## src/rtl/hann_buf_reader.sv

```systemverilog
// Read-side engine for the Hann-to-FFT sample buffer: fetches one frame of
// consecutive samples and streams them out with sop/eop through a skid FIFO.
module hann_buf_reader #(
  parameter int unsigned ADDR_W     = 12,
  parameter int unsigned DATA_W     = 16,
  parameter int unsigned FRAME_LEN  = 1024,
  parameter int unsigned RD_LAT     = 1,
  parameter int unsigned FIFO_DEPTH = 4
) (
  input  logic              clk,
  input  logic              reset,
  input  logic              start,
  input  logic [ADDR_W-1:0] base_addr,
  output logic [ADDR_W-1:0] mem_addr,
  input  logic [DATA_W-1:0] mem_data,
  output logic [DATA_W-1:0] out_data,
  output logic              out_valid,
  input  logic              out_ready,
  output logic              out_sop,
  output logic              out_eop,
  output logic              busy,
  output logic              done
);
  localparam int unsigned CNT_W = $clog2(FRAME_LEN + 1);
  localparam int unsigned PTR_W = (FIFO_DEPTH > 1) ? $clog2(FIFO_DEPTH) : 1;
  localparam int unsigned OCC_W = $clog2(FIFO_DEPTH + 1);
  localparam int unsigned LVL_W = $clog2(FIFO_DEPTH + RD_LAT + 1);
  localparam logic [CNT_W-1:0] LAST_CNT = CNT_W'(FRAME_LEN - 1);
  localparam logic [CNT_W-1:0] FULL_CNT = CNT_W'(FRAME_LEN);

  typedef enum logic [1:0] {IDLE, READ, DRAIN} state_t;
  state_t state, state_nxt;

  logic [ADDR_W-1:0] rd_ptr;
  logic [ADDR_W-1:0] last_addr;
  logic [CNT_W-1:0]  issue_cnt;
  logic [CNT_W-1:0]  sent_cnt;
  logic [RD_LAT-1:0] inflight;
  logic [DATA_W-1:0] fifo_mem [FIFO_DEPTH];
  logic [PTR_W-1:0]  fifo_head;
  logic [PTR_W-1:0]  fifo_tail;
  logic [OCC_W-1:0]  fifo_cnt;
  logic [LVL_W-1:0]  level;
  logic              accept;
  logic              issue;
  logic              push;
  logic              pop;

  function automatic logic [PTR_W-1:0] ptr_inc(input logic [PTR_W-1:0] p);
    return (p == PTR_W'(FIFO_DEPTH - 1)) ? '0 : p + 1'b1;
  endfunction

  assign push      = inflight[RD_LAT-1];
  assign out_valid = (fifo_cnt != '0);
  assign pop       = out_valid && out_ready;
  assign out_data  = fifo_mem[fifo_head];
  assign out_sop   = out_valid && (sent_cnt == '0);
  assign out_eop   = out_valid && (sent_cnt == LAST_CNT);
  assign busy      = (state != IDLE);
  // Reads in flight are credited against the FIFO so every return has a slot.
  assign level     = LVL_W'(fifo_cnt) + LVL_W'($countones(inflight));
  assign mem_addr  = issue ? rd_ptr : last_addr;

  always_comb begin
    state_nxt = state;
    accept    = 1'b0;
    issue     = 1'b0;
    done      = 1'b0;
    unique case (state)
      IDLE: begin
        if (start) begin
          accept    = 1'b1;
          state_nxt = READ;
        end
      end
      READ: begin
        if (issue_cnt < FULL_CNT && level < LVL_W'(FIFO_DEPTH)) begin
          issue = 1'b1;
          if (issue_cnt == LAST_CNT) state_nxt = DRAIN;
        end
      end
      DRAIN: begin
        if (sent_cnt == FULL_CNT) begin
          done      = 1'b1;
          state_nxt = IDLE;
        end
      end
      default: state_nxt = IDLE;
    endcase
  end

  always_ff @(posedge clk or posedge reset) begin
    if (reset) begin
      state     <= IDLE;
      rd_ptr    <= '0;
      last_addr <= '0;
      issue_cnt <= '0;
      sent_cnt  <= '0;
      inflight  <= '0;
      fifo_head <= '0;
      fifo_tail <= '0;
      fifo_cnt  <= '0;
    end else begin
      state    <= state_nxt;
      inflight <= RD_LAT'({inflight, issue});
      if (accept) begin
        rd_ptr    <= base_addr;
        issue_cnt <= '0;
        sent_cnt  <= '0;
      end else begin
        if (issue) begin
          rd_ptr    <= rd_ptr + 1'b1;
          issue_cnt <= issue_cnt + 1'b1;
          last_addr <= rd_ptr;
        end
        if (pop) sent_cnt <= sent_cnt + 1'b1;
      end
      if (push) fifo_tail <= ptr_inc(fifo_tail);
      if (pop)  fifo_head <= ptr_inc(fifo_head);
      if (push && !pop)      fifo_cnt <= fifo_cnt + 1'b1;
      else if (!push && pop) fifo_cnt <= fifo_cnt - 1'b1;
    end
  end

  always_ff @(posedge clk) begin
    if (push) fifo_mem[fifo_tail] <= mem_data;
  end

  fifo_no_overflow: assert property (@(posedge clk) disable iff (reset)
    !(push && !pop && fifo_cnt == OCC_W'(FIFO_DEPTH)));

endmodule
```

## config.mk

```make
export PLATFORM = sky130hd
export DESIGN_NAME = hann_buf_reader
export DESIGN_NICKNAME = d
export VERILOG_FILES = /design/src/rtl/hann_buf_reader.sv
export SDC_FILE = /design/constraint.sdc
export NUM_CORES = 1
export LEC_CHECK = 0
export BUFFER_PORTS_ARGS = -buffer_cell sky130_fd_sc_hd__buf_2
export CAP_MARGIN = 20
export CORE_ASPECT_RATIO = 1.2
export CORE_MARGIN = 3
export CORE_UTILIZATION = 62
export DETAILED_ROUTE_END_ITERATION = 16
export PLACE_DENSITY = 0.95
export SYNTH_ARGS = -nofsm -noshare
export SYNTH_HDL_FRONTEND = slang
export SYNTH_SLANG_ARGS = --single-unit
```

## constraint.sdc

```tcl
create_clock -name clk -period 4.15 [get_ports clk]
set_input_delay 0.2075 -clock clk [delete_from_list [all_inputs] [get_ports clk]]
set_output_delay 0.2075 -clock clk [all_outputs]
set_load 0.05 [all_outputs]
```

# ---- After elaboration in Yosys (flattened, before gate mapping)
# Memory sizes are Yosys's and may differ from the RTL's.
# Index checks and enable logic that the tools add are counted.
dict set report word_totals {
  regBits 56
  ramBits 64
  inputBits 32
  out_inout_bits 33
  word_cells 71
  n_memories 1
}
dict set report op_classes {
  add_sub_neg 8
  order_cmp 2
  n_eq_ne 11
  mux 24
  reduce_logical 16
}
# name depth word_bits rd rd_ports_with_merged_regs write_ports line_no
set mem_list {}
lappend mem_list {fifo_mem 4 16 1 0 1 39} ;# logic [DATA_W-1:0] fifo_mem [FIFO_DEPTH];
# operator count
set op_table {}
lappend op_table {{2-to-1 mux 11 bit} 4}
lappend op_table {{2-to-1 mux 12 bit} 3}
lappend op_table {{adder 11 x 1 -> 11 bit (second input constant)} 2}
lappend op_table {{== test 11 x 10 -> 1 bit (second input constant)} 2}
lappend op_table {{adder 12 x 1 -> 12 bit (second input constant)} 1}
lappend op_table {{2-to-1 mux 2 bit} 6}
lappend op_table {{== test 11 bit (second input constant)} 1}
lappend op_table {{zero test 11 bit} 1}
lappend op_table {{< comparator 11 bit (second input constant)} 1}
lappend op_table {{2-to-1 mux 1 bit} 8}
lappend op_table {{inequality test 2 bit (second input constant)} 4}
lappend op_table {{nonzero test 2 bit} 4}
lappend op_table {{== test 2 bit (second input constant)} 3}
lappend op_table {{logical AND 1 bit} 6}
lappend op_table {{2-to-1 mux 3 bit} 2}
lappend op_table {{one-hot mux 2 bit (3 select lines)} 1}
lappend op_table {{adder 2 x 1 -> 2 bit (second input constant)} 2}
lappend op_table {{AND reduction 4 bit} 1}
lappend op_table {{adder 3 x 1 -> 3 bit} 1}
lappend op_table {{adder 3 x 1 -> 3 bit (second input constant)} 1}
lappend op_table {{< comparator 3 bit (second input constant)} 1}
lappend op_table {{nonzero test 3 bit} 1}
lappend op_table {{subtractor 3 x 1 -> 3 bit (second input constant)} 1}
lappend op_table {{== test 2 x 1 -> 1 bit (second input constant)} 1}
lappend op_table {{other kinds (2)} 3}

# ---- Depth between registers and ports, before layout
# Gate-level depths: netlist of the first run.
dict set report logic_depth {
  ltp_word 7
  mapped_depth 9
  mapped_depth_nobuf 8
}

# ---- Worst setup path before layout of the first run
# No wires, ideal clock.
dict set report synth_timing {
  kind {reg2out}
  start {register fifo_cnt[2]}
  end {output mem_addr[2]}
  t_arrival_ps 2263
  required_time_ps 3943
  setup_slack_ps 1679
  path_stages_with_launch 6
  path_cell_list {dfrtp_1 -> nor4b_1 -> mux2i_1 -> buf_6 -> clkbuf_1 -> o21ai_0}
}
dict set report synth_via {
  elab_chain_len 6
}
# element line_no
set synth_lines {}
lappend synth_lines {{from (decl)} 42} ;# logic [OCC_W-1:0] fifo_cnt;
lappend synth_lines {{from (signal assigned)} 120} ;# if (push && !pop) fifo_cnt <= fifo_cnt + 1'b1;
lappend synth_lines {{from (signal assigned)} 121} ;# else if (!push && pop) fifo_cnt <= fifo_cnt - 1'b1;
lappend synth_lines {{adder 3 x 1 -> 3 bit} 61} ;# assign level = LVL_W'(fifo_cnt) + LVL_W'($countones(inflight));
lappend synth_lines {{< comparator 3 bit} 77} ;# if (issue_cnt < FULL_CNT && level < LVL_W'(FIFO_DEPTH)) begin
lappend synth_lines {{logical AND 1 bit} 77}
lappend synth_lines {{2-to-1 mux 1 bit} 77}
lappend synth_lines {{2-to-1 mux 1 bit} 69} ;# unique case (state)
lappend synth_lines {{2-to-1 mux 12 bit} -}
lappend synth_lines {{to (decl)} 14} ;# output logic [ADDR_W-1:0] mem_addr,
# No other way between the ends.

# ---- Worst setup path after layout of the first run
dict set report layout_timing {
  start {register fifo_cnt[2]}
  end {output mem_addr[9]}
}
# Same word-level chain as after synthesis.

==> results.toml, run 1 <==
[run_status]
status = "completed"

[worst_setup_path]
timing.rr.end = "rd_ptr[7]$_DFFE_PP0P_"
critPathKind = "register to output port"
r2r_cells = 6
reg2reg_slack_ns = 1.52
cp_max_fo = 38
endpoint_kind = "output port"
cp.required_ns = 3.94
r2r-start = "fifo_cnt[2]$_DFFE_PP0P_"
cp.arrival_ns = 3.08
start_kind = "register"

[global_route]
grt_max_degree = 57
grt_pass1_vias = 3787
grtUsageTotal = 0.275
grt.overflow.total = 0
grt_antenna_before_repair = 0
grt_first_pass_wirelength_um = 19800

[place]
place_area_mm2 = 0.00567
place_congestion = 0.885
io_buffers = 64
hpwlAfterDp_um = 6630

[die]
dieArea_mm2 = 0.00964
start_util = 0.642
die_w_um = 90.1
die_y_um = 107
ios = 65
core_mm2 = 0.00820
placementRows = 36

[clocking]
cts_tree = "done"
cts.path.max_buffers = 2
h-tree-depth = 4
cts-root-buf = "clkbuf_8"
ctsResizeCount = 0
insertion_delay_ns = 0.52
cts_sinks = 120
cts.clk_slew.worst_paths_ns = 0.06
cts_buffers = 17

[detailed_routing]
vias_per_cell = 6.03
drc_errors = 0
post_drt_wl_per_cell_um = 19.9
drtPass1Iterations = 7
first_iter_violations = 298
ant_nets = 0
totalWireLength_um = 12600
vias = 3820

[finish]
final_cell_mix = "73 x nand2_1, 64 x edfxtp_1, 64 x buf_2, 56 x dfrtp_1, 28 x dlygate4sd3_1"
nets = 549
stdcell_area_mm2 = 0.00652
areaGrowthSynthToFinish_pct = 23.8
final_common_cell = "nand2_1"
final.fill_count = 439
drive_gt1_frac = 0.241

[min_path]
hold_end = "rd_ptr[4]$_DFFE_PP0P_"
hp-class = "input pin to register"
hold_depth = 3
hold_start = "base_addr[4]"

[flow_run]
max_cap_viol_count = 0

[synthesis]
yosys_warnings = 0
synth_compound_area_frac = 0.0556
synth_xor_area_frac = 0.0200
syn_area_per_cell_um2 = 12.8
synth-edff-count = 64
ys_async_sr_fraction = 0.467
ys.flop_type = "edfxtp_1"
synth.mux.area_fraction = 0.0896
netlist_area_mm2 = 0.00527
synth_fa_ha_area_frac = 0.0276
ys_ff_latch = 120
yosysSeqAreaShare = 0.631
syn_nets = 453
synth-simple-area-share = 0.148
synth_cell_type_count = 46
synth_top_family_by_area = "simple AND/OR/NAND/NOR gates"
postSynthCellCount = 410

[sta]
drv_slew = 0
setup_viol = 0
maxSlewHeadroom = 0.325
skew_ns = 0.00710
min_period_ns = 3.29
worstMarginPinSlew_ns = 1.01
fin_tns_setup_ns = 0
hold_viol_final = 0
grt_setup_unrepaired = "false"
fin_crit_sh = 0.793
fmax_mhz = 304

[pwr]
p_leak_uw = 0.00272
max-vdd-ir-drop_uv = 522
p_per_area_mw_per_mm2 = 842
fin_total_pwr_uw = 5490
==> area by class of cell <==
| cell class | instances | area, um2 | area share |
|---|---|---|---|
| Sequential cell | 120 | 3320 | 0.510 |
| Multi-Input combinational cell | 255 | 1800 | 0.276 |
| Timing Repair Buffer | 95 | 643 | 0.0987 |
| Clock buffer | 20 | 435 | 0.0668 |
| Tap cell | 114 | 143 | 0.0219 |
| Clock inverter | 12 | 108 | 0.0165 |
| Inverter | 17 | 63.8 | 0.00979 |
| Antenna cell | 1 | 2.50 | 0.000384 |
==> critical path, stage by stage, from the launching register on <==
cell and delay, ns:
dfrtp_1 0.44, nor4b_1 0.40, mux2i_2 0.12, buf_4 0.27
inv_1 0.78, nand2_1 0.19, nand2_1 0.09, buf_2 0.26
==> registers in the layout (all words and copies together) (netlist names) <==
| register | count |
|---|---|
| fifo_mem | 64 |
| last_addr | 12 |
| rd_ptr | 12 |
| issue_cnt | 11 |
| sent_cnt | 11 |
| fifo_cnt | 3 |
| fifo_head | 2 |
| fifo_tail | 2 |
| state | 2 |
| inflight | 1 |
==> worst max path at each step <==
stage	start	end	slack (ns)	cells past startpoint
2_1_floorplan	fifo_cnt[2]$_DFFE_PP0P_	mem_addr[2]	1.68	5
3_3_place_gp	fifo_cnt[2]$_DFFE_PP0P_	mem_addr[7]	1.52	7
3_5_place_dp	fifo_cnt[2]$_DFFE_PP0P_	mem_addr[7]	1.47	7
4_1_cts	fifo_cnt[2]$_DFFE_PP0P_	mem_addr[9]	0.89	7
5_1_grt	fifo_cnt[2]$_DFFE_PP0P_	mem_addr[1]	0.66	7
6_report	fifo_cnt[2]$_DFFE_PP0P_	mem_addr[9]	0.86	7
==> where the power goes <==
| group | internal, uW | total (uW) | switching, uW |
|---|---|---|---|
| Combinational | 677 | 2170 | 1490 |
| Sequential | 1640 | 1950 | 318 |
| Clock | 855 | 1360 | 508 |
==> cells in the mapped netlist (2+ instances only) <==
master | instances | area share
nand3_1 | 19 | 0.018
nor4_1 | 5 | 0.0059
dfrtp_1 | 56 | 0.27
nand4_1 | 7 | 0.0083
o21ai_0 | 11 | 0.010
or3_1 | 5 | 0.0059
clkbuf_1 | 11 | 0.0078
a221oi_1 | 2 | 0.0033
a21oi_1 | 11 | 0.010
o21a_1 | 2 | 0.0029
xnor2_1 | 7 | 0.012
o31ai_1 | 5 | 0.0071
and3_1 | 4 | 0.0048
xor2_1 | 5 | 0.0083
and2_1 | 7 | 0.0083
o221a_2 | 5 | 0.011
nor2_1 | 18 | 0.013
nor3_1 | 8 | 0.0076
or4_1 | 4 | 0.0057
inv_1 | 16 | 0.011
and4_1 | 3 | 0.0050
edfxtp_1 | 64 | 0.36
buf_2 | 6 | 0.0057
mux4_2 | 16 | 0.068
nand2_1 | 73 | 0.052
mux2i_1 | 10 | 0.019
ha_1 | 10 | 0.024
or2_2 | 2 | 0.0024
==> repair_timing <==
action,4_1_cts,5_1_grt
setup buffers,0,0
hold endpoints to repair,131,0
hold buffers,28,0
==> cell families (layout without fill, tap and decap cells) <==
| family | count (synthesis) | count (layout) |
|---|---|---|
| AO/OA/AOI/OAI | 43 | 43 |
| multiplexers | 27 | 27 |
| flip-flops | 120 | 120 |
| buffers and inverters | 35 | 144 |
| AND/OR/NAND/NOR | 162 | 162 |
| other | 0 | 1 |
| XOR/XNOR | 12 | 12 |
| adder cells (fa/ha/maj) | 11 | 11 |
==> routing by layer <==
| metal | up-vias | part of all wire | GRT usage |
|---|---|---|---|
| li1 | 1695 | - | - |
| met1 | 1889 | 0.39 | 0.327 |
| met2 | 209 | 0.52 | 0.460 |
| met3 | 27 | 0.071 | 0.0947 |
| met4 | 0 | 0.024 | 0.114 |
| met5 | - | 0 | 0 |
==> per-stage QoR <==
stage | util | std cells | hold WS (ns) | setup WS, ns
5_1_grt | 0.795 | 633 | 0.0258 | 0.656
3_3_place_gp | 0.691 | 572 | 0.418 | 1.52
4_1_cts | 0.792 | 632 | 0.0233 | 0.885
6_report | 0.795 | 634 | 0.0415 | 0.859
2_1_floorplan | - | 410 | 0.306 | 1.68
3_5_place_dp | 0.691 | 572 | 0.426 | 1.47
Power figures use the tool's default switching activity.
==> run 2: changes to the inputs <==
--- a/config.mk
+++ b/config.mk
@@ -9,9 +9,9 @@
 export CAP_MARGIN = 20
 export CORE_ASPECT_RATIO = 1.2
 export CORE_MARGIN = 3
-export CORE_UTILIZATION = 62
+export CORE_UTILIZATION = 58
 export DETAILED_ROUTE_END_ITERATION = 16
-export PLACE_DENSITY = 0.95
+export PLACE_DENSITY = 0.92
 export SYNTH_ARGS = -nofsm -noshare
 export SYNTH_HDL_FRONTEND = slang
 export SYNTH_SLANG_ARGS = --single-unit
==> constraint.sdc (replaced) <==
create_clock -name clk -period 3.1 [get_ports clk]
set_input_delay 0.155 -clock clk [delete_from_list [all_inputs] [get_ports clk]]
set_output_delay 0.155 -clock clk [all_outputs]
set_load 0.05 [all_outputs]
==> run 2 against run 1 <==
Effect of this change:
- first-iteration DRC count is 23% lower
- worst hold slack improved by 0.019 ns
- global-route usage decreased by 4.0 points
- sequential share of layout area fell by 0.23 points
- setup slack got worse by 0.33 ns
- critical endpoint is now mem_addr[1]
- flip-flop and latch count unchanged
- die area increased by 6.5%
- largest power group unchanged
==> results.toml, run 2 (synthesis results as in run 1) <==
[finish]
final_cell_mix = "73 x nand2_1, 64 x edfxtp_1, 64 x buf_2, 56 x dfrtp_1, 29 x dlygate4sd3_1"
antenna_cells = 0
top_regs = "fifo_mem: 64 flops, last_addr: 12 flops, rd_ptr: 12 flops"
fin_util = 0.752
largest-register = "fifo_mem"
largest_reg_flops = 64
drive_gt1_frac = 0.244
areaGrowthSynthToFinish_pct = 24.4
nets = 551
final_common_cell = "nand2_1"

[global_route]
grt.overflow.total = 0
grt_first_pass_wirelength_um = 17900
grt_max_degree = 44
grt_antenna_before_repair = 0
grt_pass1_vias = 3624
grtUsageTotal = 0.234

[clocking]
ctsResizeCount = 0
cts_hold_buf = 29
insertion_delay_ns = 0.52
cts_tree = "done"
cts_sinks = 120
cts.path.max_buffers = 2
cts_buffers = 17
cts.clk_slew.worst_paths_ns = 0.06
cts-root-buf = "clkbuf_8"
postCtsSetupRepairBufs = 0
h-tree-depth = 4

[worst_setup_path]
cpLargestDelayFamily = "buffers and inverters"
cpPeakStageDelay_ns = 0.50
cp.arrival_ns = 2.42
start_kind = "register"
cp_max_fo = 37
r2r_cells = 8
path_depth = 6
cp_common_cell = "nand2_1"
critPathKind = "register to output port"
cp.required_ns = 2.94
endpoint_kind = "output port"
crit_path_top_delay_cell = "dfrtp_1"
crit_buf_inv = 2
crit_chain = "and3_4, mux2i_2, buf_4, nand2_1, nand2_1, buf_2"

[die]
core_mm2 = 0.00870
die_w_um = 93.0
ios = 65
placementRows = 37
start_util = 0.605
dieArea_mm2 = 0.0103
die_y_um = 110

[sta]
worstMarginPinSlew_ns = 0.918
maxSlewHeadroom = 0.388
setup_viol = 0
fin_crit_sh = 0.830
skew_ns = 0.00879
min_period_ns = 2.57
drv_slew = 0
grt_setup_unrepaired = "false"
fin_tns_setup_ns = 0
hold_viol_final = 0
fmax_mhz = 389

[place]
hpwlAfterDp_um = 6890
io_buffers = 64
place_congestion = 0.802

[pwr]
p_per_area_mw_per_mm2 = 1110
p_leak_uw = 0.00272
max-vdd-ir-drop_uv = 742

[detailed_routing]
drc_errors = 0
vias_per_cell = 5.70
vias = 3639
totalWireLength_um = 11100
ant_nets = 0
drtPass1Iterations = 4
first_iter_violations = 229
post_drt_wl_per_cell_um = 17.4

[min_path]
hp-class = "input pin to register"
hold_depth = 4

[run_status]
status = "completed"

[flow_run]
max_cap_viol_count = 0
-- run 2: cell types whose count changed in the layout (fill, tap and decap cells not counted) --
cell	change
buf_4	+2
dlygate4sd3_1	+1
diode_2	-1
inv_6	+1
clkbuf_1	-1
bufinv_16	+1
buf_16	-1
clkbuf_8	-1
clkinv_2	-4
clkinvlp_4	+4
-- run 2: metal layers --
layer / GRT usage / up-vias / wire, um
li1: - / 1703 / -
met1: 0.276 / 1781 / 4400
met2: 0.407 / 135 / 5940
met3: 0.0597 / 20 / 558
met4: 0.106 / 0 / 183
met5: 0 / - / 0
-- run 2: where the power goes --
group | internal (uW) | switching, uW | total [uW]
clock | 1210 | 678 | 1890
combinational | 880 | 1960 | 2840
sequential | 2190 | 365 | 2560
-- run 2: worst reg2reg max path: stages, from the launching register on --
cell and delay [ns]:
dfrtp_1 0.45, o31a_2 0.43, inv_2 0.17, ha_1 0.21
inv_1 0.06, fa_1 0.37, xor2_1 0.15, nor2_1 0.11
xor2_1 0.17
-- run 2: final cells by class --
cell class              instances  area, um2
inverters                      17       63.8
well taps                     117        146
flip-flops and latches        120       3320
clock inverters                14        156
fillers                       567       2150
clock buffers                  18        418
multi-input cells             255       1800
repair buffers                 97        641
-- run 2: worst paths after layout --
path	startpoint	to	slack, ns
worst min-delay path	out_ready	fifo_head[1]$_DFFE_PP0P_	0.06
min in group asynchronous	reset	issue_cnt[2]$_DFFE_PP0P_	0.37
worst max-delay path	inflight$_DFF_PP0_	mem_addr[1]	0.53
worst min register to register	last_addr[0]$_DFFE_PP0N_	last_addr[0]$_DFFE_PP0N_	0.47
worst max register to register	fifo_cnt[2]$_DFFE_PP0P_	fifo_cnt[2]$_DFFE_PP0P_	0.89
max in group asynchronous	reset	last_addr[9]$_DFFE_PP0N_	2.00
-- run 2: stage by stage --
step	cells	hold slack, ns	instance area [um2]	power, uW	worst slack, ns
floorplan	410	0.254	5270	4720	0.682
detailed placement	577	0.377	5680	5370	0.907
global route	638	0.0589	6550	7660	0.351
global placement	577	0.361	5680	5210	0.989
CTS	638	0.0362	6550	7320	0.521
finish	638	0.0607	6550	7290	0.528
